## config.mk

```make
export PLATFORM = sky130hd
export DESIGN_NAME = prefetch_ar_arbiter
export DESIGN_NICKNAME = d
export VERILOG_FILES = /design/src/rtl/prefetch_ar_arbiter.sv
export SDC_FILE = /design/constraint.sdc
export NUM_CORES = 1
export LEC_CHECK = 0
export CAP_MARGIN = 20
export CORE_MARGIN = 5
export CORE_UTILIZATION = 36
export DETAILED_ROUTE_END_ITERATION = 10
export GPL_ROUTABILITY_DRIVEN = 0
export PLACE_DENSITY = 0.79
export SLEW_MARGIN = 10
export SYNTH_ARGS = -nofsm -noshare
export SYNTH_HDL_FRONTEND = slang
export SYNTH_SLANG_ARGS = --single-unit
```

## constraint.sdc

```tcl
create_clock -name clk -period 2.3 [get_ports clk]
set_clock_uncertainty 0.05 [all_clocks]
set_input_delay 0.23 -clock clk [delete_from_list [all_inputs] [get_ports clk]]
set_output_delay 0.23 -clock clk [all_outputs]
set_load 0.02 [all_outputs]
```

## src/rtl/prefetch_ar_arbiter.sv

```systemverilog
// Arbitrates demand and prefetch AR requests onto one registered AXI AR slice.
// Optional starvation guard enabled by defining PR_AR_ARB_STARVE_GUARD_EN.
module prefetch_ar_arbiter #(
  parameter int unsigned ADDR_BITS       = 64,
  parameter int unsigned BURST_LEN_WIDTH = 8,
  parameter int unsigned TID_WIDTH       = 8,
  parameter int unsigned THROTTLE_WIDTH  = 6,
  parameter int unsigned STARVE_WIDTH    = 4
) (
  input  logic                       clk,
  input  logic                       resetN,
  input  logic                       en,
  input  logic                       flush,
  input  logic                       d_ar_valid,
  output logic                       d_ar_ready,
  input  logic [ADDR_BITS-1:0]       d_ar_addr,
  input  logic [BURST_LEN_WIDTH-1:0] d_ar_len,
  input  logic [TID_WIDTH-1:0]       d_ar_id,
  input  logic                       p_ar_valid,
  output logic                       p_ar_ready,
  input  logic [ADDR_BITS-1:0]       p_ar_addr,
  input  logic [BURST_LEN_WIDTH-1:0] p_ar_len,
  input  logic [TID_WIDTH-1:0]       p_ar_id,
  output logic                       m_ar_valid,
  input  logic                       m_ar_ready,
  output logic [ADDR_BITS-1:0]       m_ar_addr,
  output logic [BURST_LEN_WIDTH-1:0] m_ar_len,
  output logic [TID_WIDTH-1:0]       m_ar_id,
  output logic                       m_ar_is_pr,
  input  logic [THROTTLE_WIDTH-1:0]  crs_prBandwidthThrottle,
  input  logic [STARVE_WIDTH-1:0]    crs_starveLimit
);

  typedef enum logic {EMPTY = 1'b0, HOLD = 1'b1} state_t;

  state_t                    state_q, state_d;
  logic                      slot_free, pr_ok, force_pr, gnt_d, gnt_p;
  logic [THROTTLE_WIDTH-1:0] thr_cnt;

  assign pr_ok = p_ar_valid & en & ~flush & (thr_cnt == '0);

`ifdef PR_AR_ARB_STARVE_GUARD_EN
  logic [STARVE_WIDTH-1:0] starve_cnt;

  assign force_pr = (crs_starveLimit != '0) & (starve_cnt >= crs_starveLimit) & pr_ok;

  // Counts demand wins that overtook an eligible prefetch; saturates.
  always_ff @(posedge clk or negedge resetN) begin
    if (!resetN) begin
      starve_cnt <= '0;
    end else if (gnt_p) begin
      starve_cnt <= '0;
    end else if (gnt_d && pr_ok && (starve_cnt != '1)) begin
      starve_cnt <= starve_cnt + STARVE_WIDTH'(1);
    end
  end
`else
  logic unused_starve_limit;

  assign unused_starve_limit = ^crs_starveLimit;
  assign force_pr            = 1'b0;
`endif

  always_ff @(posedge clk or negedge resetN) begin
    if (!resetN) state_q <= EMPTY;
    else         state_q <= state_d;
  end

  // Grant and slice occupancy; a draining beat frees the slot in the same cycle.
  always_comb begin
    state_d   = state_q;
    slot_free = 1'b0;
    gnt_d     = 1'b0;
    gnt_p     = 1'b0;
    case (state_q)
      EMPTY:   slot_free = 1'b1;
      HOLD:    slot_free = m_ar_ready;
      default: slot_free = 1'b0;
    endcase
    if (slot_free) begin
      gnt_d   = d_ar_valid & ~force_pr;
      gnt_p   = pr_ok & ~gnt_d;
      state_d = (gnt_d | gnt_p) ? HOLD : EMPTY;
    end
  end

  assign d_ar_ready = gnt_d;
  assign p_ar_ready = gnt_p;
  assign m_ar_valid = (state_q == HOLD);

  always_ff @(posedge clk or negedge resetN) begin
    if (!resetN) begin
      m_ar_addr  <= '0;
      m_ar_len   <= '0;
      m_ar_id    <= '0;
      m_ar_is_pr <= 1'b0;
    end else if (gnt_d) begin
      m_ar_addr  <= d_ar_addr;
      m_ar_len   <= d_ar_len;
      m_ar_id    <= d_ar_id;
      m_ar_is_pr <= 1'b0;
    end else if (gnt_p) begin
      m_ar_addr  <= p_ar_addr;
      m_ar_len   <= p_ar_len;
      m_ar_id    <= p_ar_id;
      m_ar_is_pr <= 1'b1;
    end
  end

  // Prefetch spacing: flush wins over a reload.
  always_ff @(posedge clk or negedge resetN) begin
    if (!resetN) begin
      thr_cnt <= '0;
    end else if (flush) begin
      thr_cnt <= '0;
    end else if (gnt_p) begin
      thr_cnt <= crs_prBandwidthThrottle;
    end else if (thr_cnt != '0) begin
      thr_cnt <= thr_cnt - THROTTLE_WIDTH'(1);
    end
  end

endmodule
```

==> tab_implementation.tex <==
\begin{tabular}{lr}
\hline
Metric & Value \\
\hline
\multicolumn{2}{l}{\textbf{Critical path}} \\
Minimum setup slack among reg-to-reg paths & -130 ps \\
Crit Reg-Reg Endpoint & m\_ar\_id[0]\$\_DFFE\_PN0P\_ \\
Cell family contributing the most delay on the critical path & simple AND/OR/NAND/NOR gates \\
Worst EP arrival & 2590 ps \\
Cell at the slowest stage of the critical path & sky130\_fd\_sc\_hd\_\_or4\_4 \\
Required time at the worst-slack endpoint & 2460 ps \\
Crit Reg-Reg Startpoint & thr\_cnt[1]\$\_DFFE\_PN0P\_ \\
Worst setup EP type & flop \\
Kind of critical path & flop to flop \\
Count of buffering cells on the critical path with inverters included & 3 \\
Worst Path Max Fanout & 9 \\
Cells along the critical path & inv\_1 > ha\_2 > or4b\_4 > or4\_4 > buf\_12 > buf\_6 > nand3\_1 > o211ai\_2 \\
Startpoint types & flop \\
Number of cell instances on the worst register-to-register path & 8 \\
Worst path max stage delay & 630 ps \\
\multicolumn{2}{l}{\textbf{Cells and area}} \\
Fraction of final layout cells sized beyond drive strength 1 & 21.85\% \\
Fill cell count & 1,046 \\
Number of nets in the final layout & 929 \\
Area grow syn2layout & 72.27\% \\
Number of antenna cells inserted & 0 \\
\multicolumn{2}{l}{\textbf{Floorplanning}} \\
Initial cell density of the core & 36.31\% \\
Area of the die & 15,590 µm² \\
Num ports & 261 \\
Die X-Extent & 124.9 µm \\
Die outline height & 124.9 µm \\
Core region area & 13,090 µm² \\
Number of placement rows & 42 \\
\multicolumn{2}{l}{\textbf{Power and ir drop}} \\
Leakage power total & 3.588 nW \\
Worst vdd rail ir drop & 0.3564 mV \\
Power per unit of standard cell area & 744.3 nW/µm² \\
\multicolumn{2}{l}{\textbf{Timing}} \\
RSZ-0062 raised after global routing & true \\
Total negative slack for setup checks & -7366 ps \\
Relative slew slack & 47.89\% \\
Fin crit period & 2431 ps \\
Worst-case hold slack & 411.0 ps \\
Fin crit share & 105.7\% \\
Highest achievable clock rate & 411.3 MHz \\
Slew Limit Fails & 0 \\
Measured slew at the worst slew-check pin & 781.6 ps \\
Count of endpoints failing hold in the final timing report & 0 \\
Final worst-path setup slack & -131.3 ps \\
Setup violations, final & 81 \\
\multicolumn{2}{l}{\textbf{Logic synthesis}} \\
Leading area contributor after synthesis & sky130\_fd\_sc\_hd\_\_dfrtp\_1 \\
Cell area after synthesis & 4751 µm² \\
Share of the synthesized area in the top cell type & 46.35\% \\
Part of the Yosys area used for sequential elements & 46.35\% \\
Flip-flop and latch count after synthesis & 88 \\
Mean area per synthesized cell & 9.598 µm² \\
Post-Syn Instances & 495 \\
Number of unique standard cell types used by synthesis & 31 \\
Syn nets & 673 \\
Leading cell types by total area after synthesis & sky130\_fd\_sc\_hd\_\_dfrtp\_1, sky130\_fd\_sc\_hd\_\_o211ai\_2, sky130\_fd\_sc\_hd\_\_nand2\_1 \\
Number of warnings printed during yosys synthesis & 0 \\
\multicolumn{2}{l}{\textbf{CTS}} \\
Root buffer cell & sky130\_fd\_sc\_hd\_\_clkbuf\_16 \\
CTS tree & done \\
Number of H-tree branching levels & 3 \\
Clock buffers created by TritonCTS & 9 \\
CTS Sinks & 88 \\
Clk pin slew, worst setup/hold paths & 60 ps \\
Maximum clock insertion buffer count & 2 \\
Insertion delay of the later-clocked pin in the worst-skew pair & 330 ps \\
\multicolumn{2}{l}{\textbf{Place}} \\
Final HPWL from detailed placement & 11.01 mm \\
\# port buffers & 256 \\
\multicolumn{2}{l}{\textbf{Routing}} \\
Via-to-Cell Ratio & 5.159 \\
Number of nets with antenna violations after routing & 0 \\
Residual DRC count & 0 \\
Starting DRC count in detailed routing & 213 \\
Iteration count of the initial detailed-routing pass & 4 \\
Average wire per cell in the routed design & 18.39 µm \\
Routed via count & 4,803 \\
Total wire length after detailed routing & 17.13 mm \\
\multicolumn{2}{l}{\textbf{Global route}} \\
GRT overflow & 0 \\
Wire length of the first global-routing pass & 25.32 mm \\
Total track usage & 19.83\% \\
Pin count of the biggest net entering global routing & 161 \\
Number of global-route vias before repair & 4,971 \\
Initial antenna violation count & 0 \\
\multicolumn{2}{l}{\textbf{Outcome}} \\
Outcome & finished with violations \\
Violations in the final reports & setup timing \\
\multicolumn{2}{l}{\textbf{Run}} \\
Max cap viols & 0 \\
\multicolumn{2}{l}{\textbf{Min path}} \\
Class of the most critical hold timing path & primary input to asynchronous set/reset pin \\
\hline
\end{tabular}
routing by layer:
layer  GRT usage, %  share of wire [%]  vias up
li1               -                  -     2241
met1          23.12                 40     2322
met2          34.03                 49      200
met3          6.046                7.7       40
met4          7.908                3.5        0
met5              0                  0        -
power by group:
part	switching, mW	total [mW]	internal [mW]
Sequential	0.216	2.10	1.89
Combinational	1.26	2.63	1.37
Clock	0.574	1.36	0.788
Total	2.05	6.09	4.04
worst reg2reg max path, stage by stage, from the launching register on:
cell	delay, ps
sky130_fd_sc_hd__dfrtp_1	380
sky130_fd_sc_hd__inv_1	70
sky130_fd_sc_hd__ha_2	170
sky130_fd_sc_hd__or4b_4	470
sky130_fd_sc_hd__or4_4	630
sky130_fd_sc_hd__buf_12	190
sky130_fd_sc_hd__buf_6	150
sky130_fd_sc_hd__nand3_1	100
sky130_fd_sc_hd__o211ai_2	100
cells in the mapped netlist:
library cell	count
sky130_fd_sc_hd__nand2b_1	1
sky130_fd_sc_hd__a21oi_2	1
sky130_fd_sc_hd__buf_2	1
sky130_fd_sc_hd__mux2i_1	1
sky130_fd_sc_hd__a21oi_1	4
sky130_fd_sc_hd__buf_6	10
sky130_fd_sc_hd__a21boi_0	1
sky130_fd_sc_hd__nor2_1	3
sky130_fd_sc_hd__inv_2	1
sky130_fd_sc_hd__buf_1	13
sky130_fd_sc_hd__or3_1	1
sky130_fd_sc_hd__xor2_1	1
sky130_fd_sc_hd__or4_1	1
sky130_fd_sc_hd__nor3b_1	1
sky130_fd_sc_hd__o31ai_1	2
sky130_fd_sc_hd__inv_1	4
sky130_fd_sc_hd__nor2b_1	1
sky130_fd_sc_hd__dfrtp_1	88
sky130_fd_sc_hd__ha_1	1
sky130_fd_sc_hd__nand2_1	165
sky130_fd_sc_hd__or2_2	2
sky130_fd_sc_hd__clkbuf_1	19
sky130_fd_sc_hd__o21ai_0	2
sky130_fd_sc_hd__nor3_1	3
sky130_fd_sc_hd__nand3_2	9
sky130_fd_sc_hd__xnor2_1	2
sky130_fd_sc_hd__o32ai_1	1
sky130_fd_sc_hd__o211ai_2	80
sky130_fd_sc_hd__or4b_4	1
sky130_fd_sc_hd__and2_1	1
sky130_fd_sc_hd__nand3_1	74
area by class of cell:
type / count / area, µm² / share of cell area (%)
Clock buffer: 15 / 267.8 / 3.272
Inverter: 5 / 18.77 / 0.2293
Multi-Input combinational cell: 359 / 2434 / 29.74
Sequential cell: 88 / 2202 / 26.91
Tap cell: 176 / 220.2 / 2.691
Timing Repair Buffer: 288 / 3042 / 37.17
cells in the final DEF (no fill, tap or decap), types with 2 or more instances in the layout:
| cell | netlist | routed |
|---|---|---|
| sky130_fd_sc_hd__nor3_1 | 3 | 3 |
| sky130_fd_sc_hd__dfrtp_1 | 88 | 88 |
| sky130_fd_sc_hd__a21oi_1 | 4 | 4 |
| sky130_fd_sc_hd__nand2_1 | 165 | 164 |
| sky130_fd_sc_hd__o211ai_2 | 80 | 80 |
| sky130_fd_sc_hd__clkbuf_16 | 0 | 13 |
| sky130_fd_sc_hd__buf_6 | 10 | 5 |
| sky130_fd_sc_hd__buf_12 | 0 | 6 |
| sky130_fd_sc_hd__o31ai_1 | 2 | 2 |
| sky130_fd_sc_hd__nor2_1 | 3 | 3 |
| sky130_fd_sc_hd__or2_2 | 2 | 2 |
| sky130_fd_sc_hd__clkdlybuf4s50_1 | 0 | 254 |
| sky130_fd_sc_hd__buf_16 | 0 | 4 |
| sky130_fd_sc_hd__clkbuf_8 | 0 | 2 |
| sky130_fd_sc_hd__xnor2_1 | 2 | 2 |
| sky130_fd_sc_hd__buf_4 | 0 | 13 |
| sky130_fd_sc_hd__nand3_2 | 9 | 32 |
| sky130_fd_sc_hd__nand3_1 | 74 | 50 |
| sky130_fd_sc_hd__clkbuf_1 | 19 | 4 |
| sky130_fd_sc_hd__o21ai_0 | 2 | 2 |
| sky130_fd_sc_hd__inv_1 | 4 | 4 |
worst max path at each step:
stage,end,startpoint,slack (ps),depth (start not counted)
6_report,m_ar_id[0]$_DFFE_PN0P_,thr_cnt[1]$_DFFE_PN0P_,-130,8
5_1_grt,m_ar_addr[27]$_DFFE_PN0P_,thr_cnt[1]$_DFFE_PN0P_,-180,8
4_1_cts,m_ar_len[0]$_DFFE_PN0P_,thr_cnt[1]$_DFFE_PN0P_,-80,7
3_5_place_dp,m_ar_addr[39]$_DFFE_PN0P_,thr_cnt[1]$_DFFE_PN0P_,-80,7
3_3_place_gp,m_ar_id[7]$_DFFE_PN0P_,thr_cnt[1]$_DFFE_PN0P_,-40,7
2_1_floorplan,m_ar_addr[27]$_DFFE_PN0P_,thr_cnt[0]$_DFFE_PN0P_,-5,9
per-stage QoR:
| step | power [mW] | instance area (µm²) | instances | setup slack (ps) | utilization, % |
|---|---|---|---|---|---|
| floorplan | 3.362 | 4771 | 495 | -4.586 | - |
| global route | 6.398 | 8184 | 931 | -178.5 | 62.55 |
| finish | 6.092 | 8184 | 931 | -131.3 | 62.55 |
| detailed placement | 4.569 | 7467 | 897 | -84.94 | 57.07 |
| global placement | 4.490 | 7467 | 897 | -37.84 | 57.07 |
| CTS | 6.018 | 7889 | 919 | -77.93 | 60.29 |
state kept, by name, indices dropped and copies added (netlist names):
register	flops
m_ar_addr	64
m_ar_id	8
m_ar_is_pr	1
m_ar_len	8
m_ar_valid	1
thr_cnt	6
logic make-up (layout without fill, tap and decap cells):
| family | count (synthesis) | after routing | share of synthesized area [%] |
|---|---|---|---|
| buffers and inverters | 48 | 308 | 5.399 |
| AOI/OAI and AO/OA | 91 | 91 | 22.54 |
| DFF | 88 | 88 | 46.35 |
| muxes | 1 | 1 | 0.2107 |
| and+or+nand+nor | 263 | 263 | 24.68 |
| adders and majority gates | 1 | 1 | 0.2633 |
| xor gates and xnor gates | 3 | 3 | 0.5532 |
timing repair:
| item | CTS | global route |
|---|---|---|
| pin swaps | 4 | 21 |
| hold buffers | 1 | 0 |
| gates resized for setup | 8 | 26 |
| gates cloned | 3 | 9 |
| endpoints found under the hold margin | 45 | 0 |
| endpoints found under the setup margin | 74 | 82 |
| setup buffers | 3 | 4 |
Power figures use the tool's default switching activity.
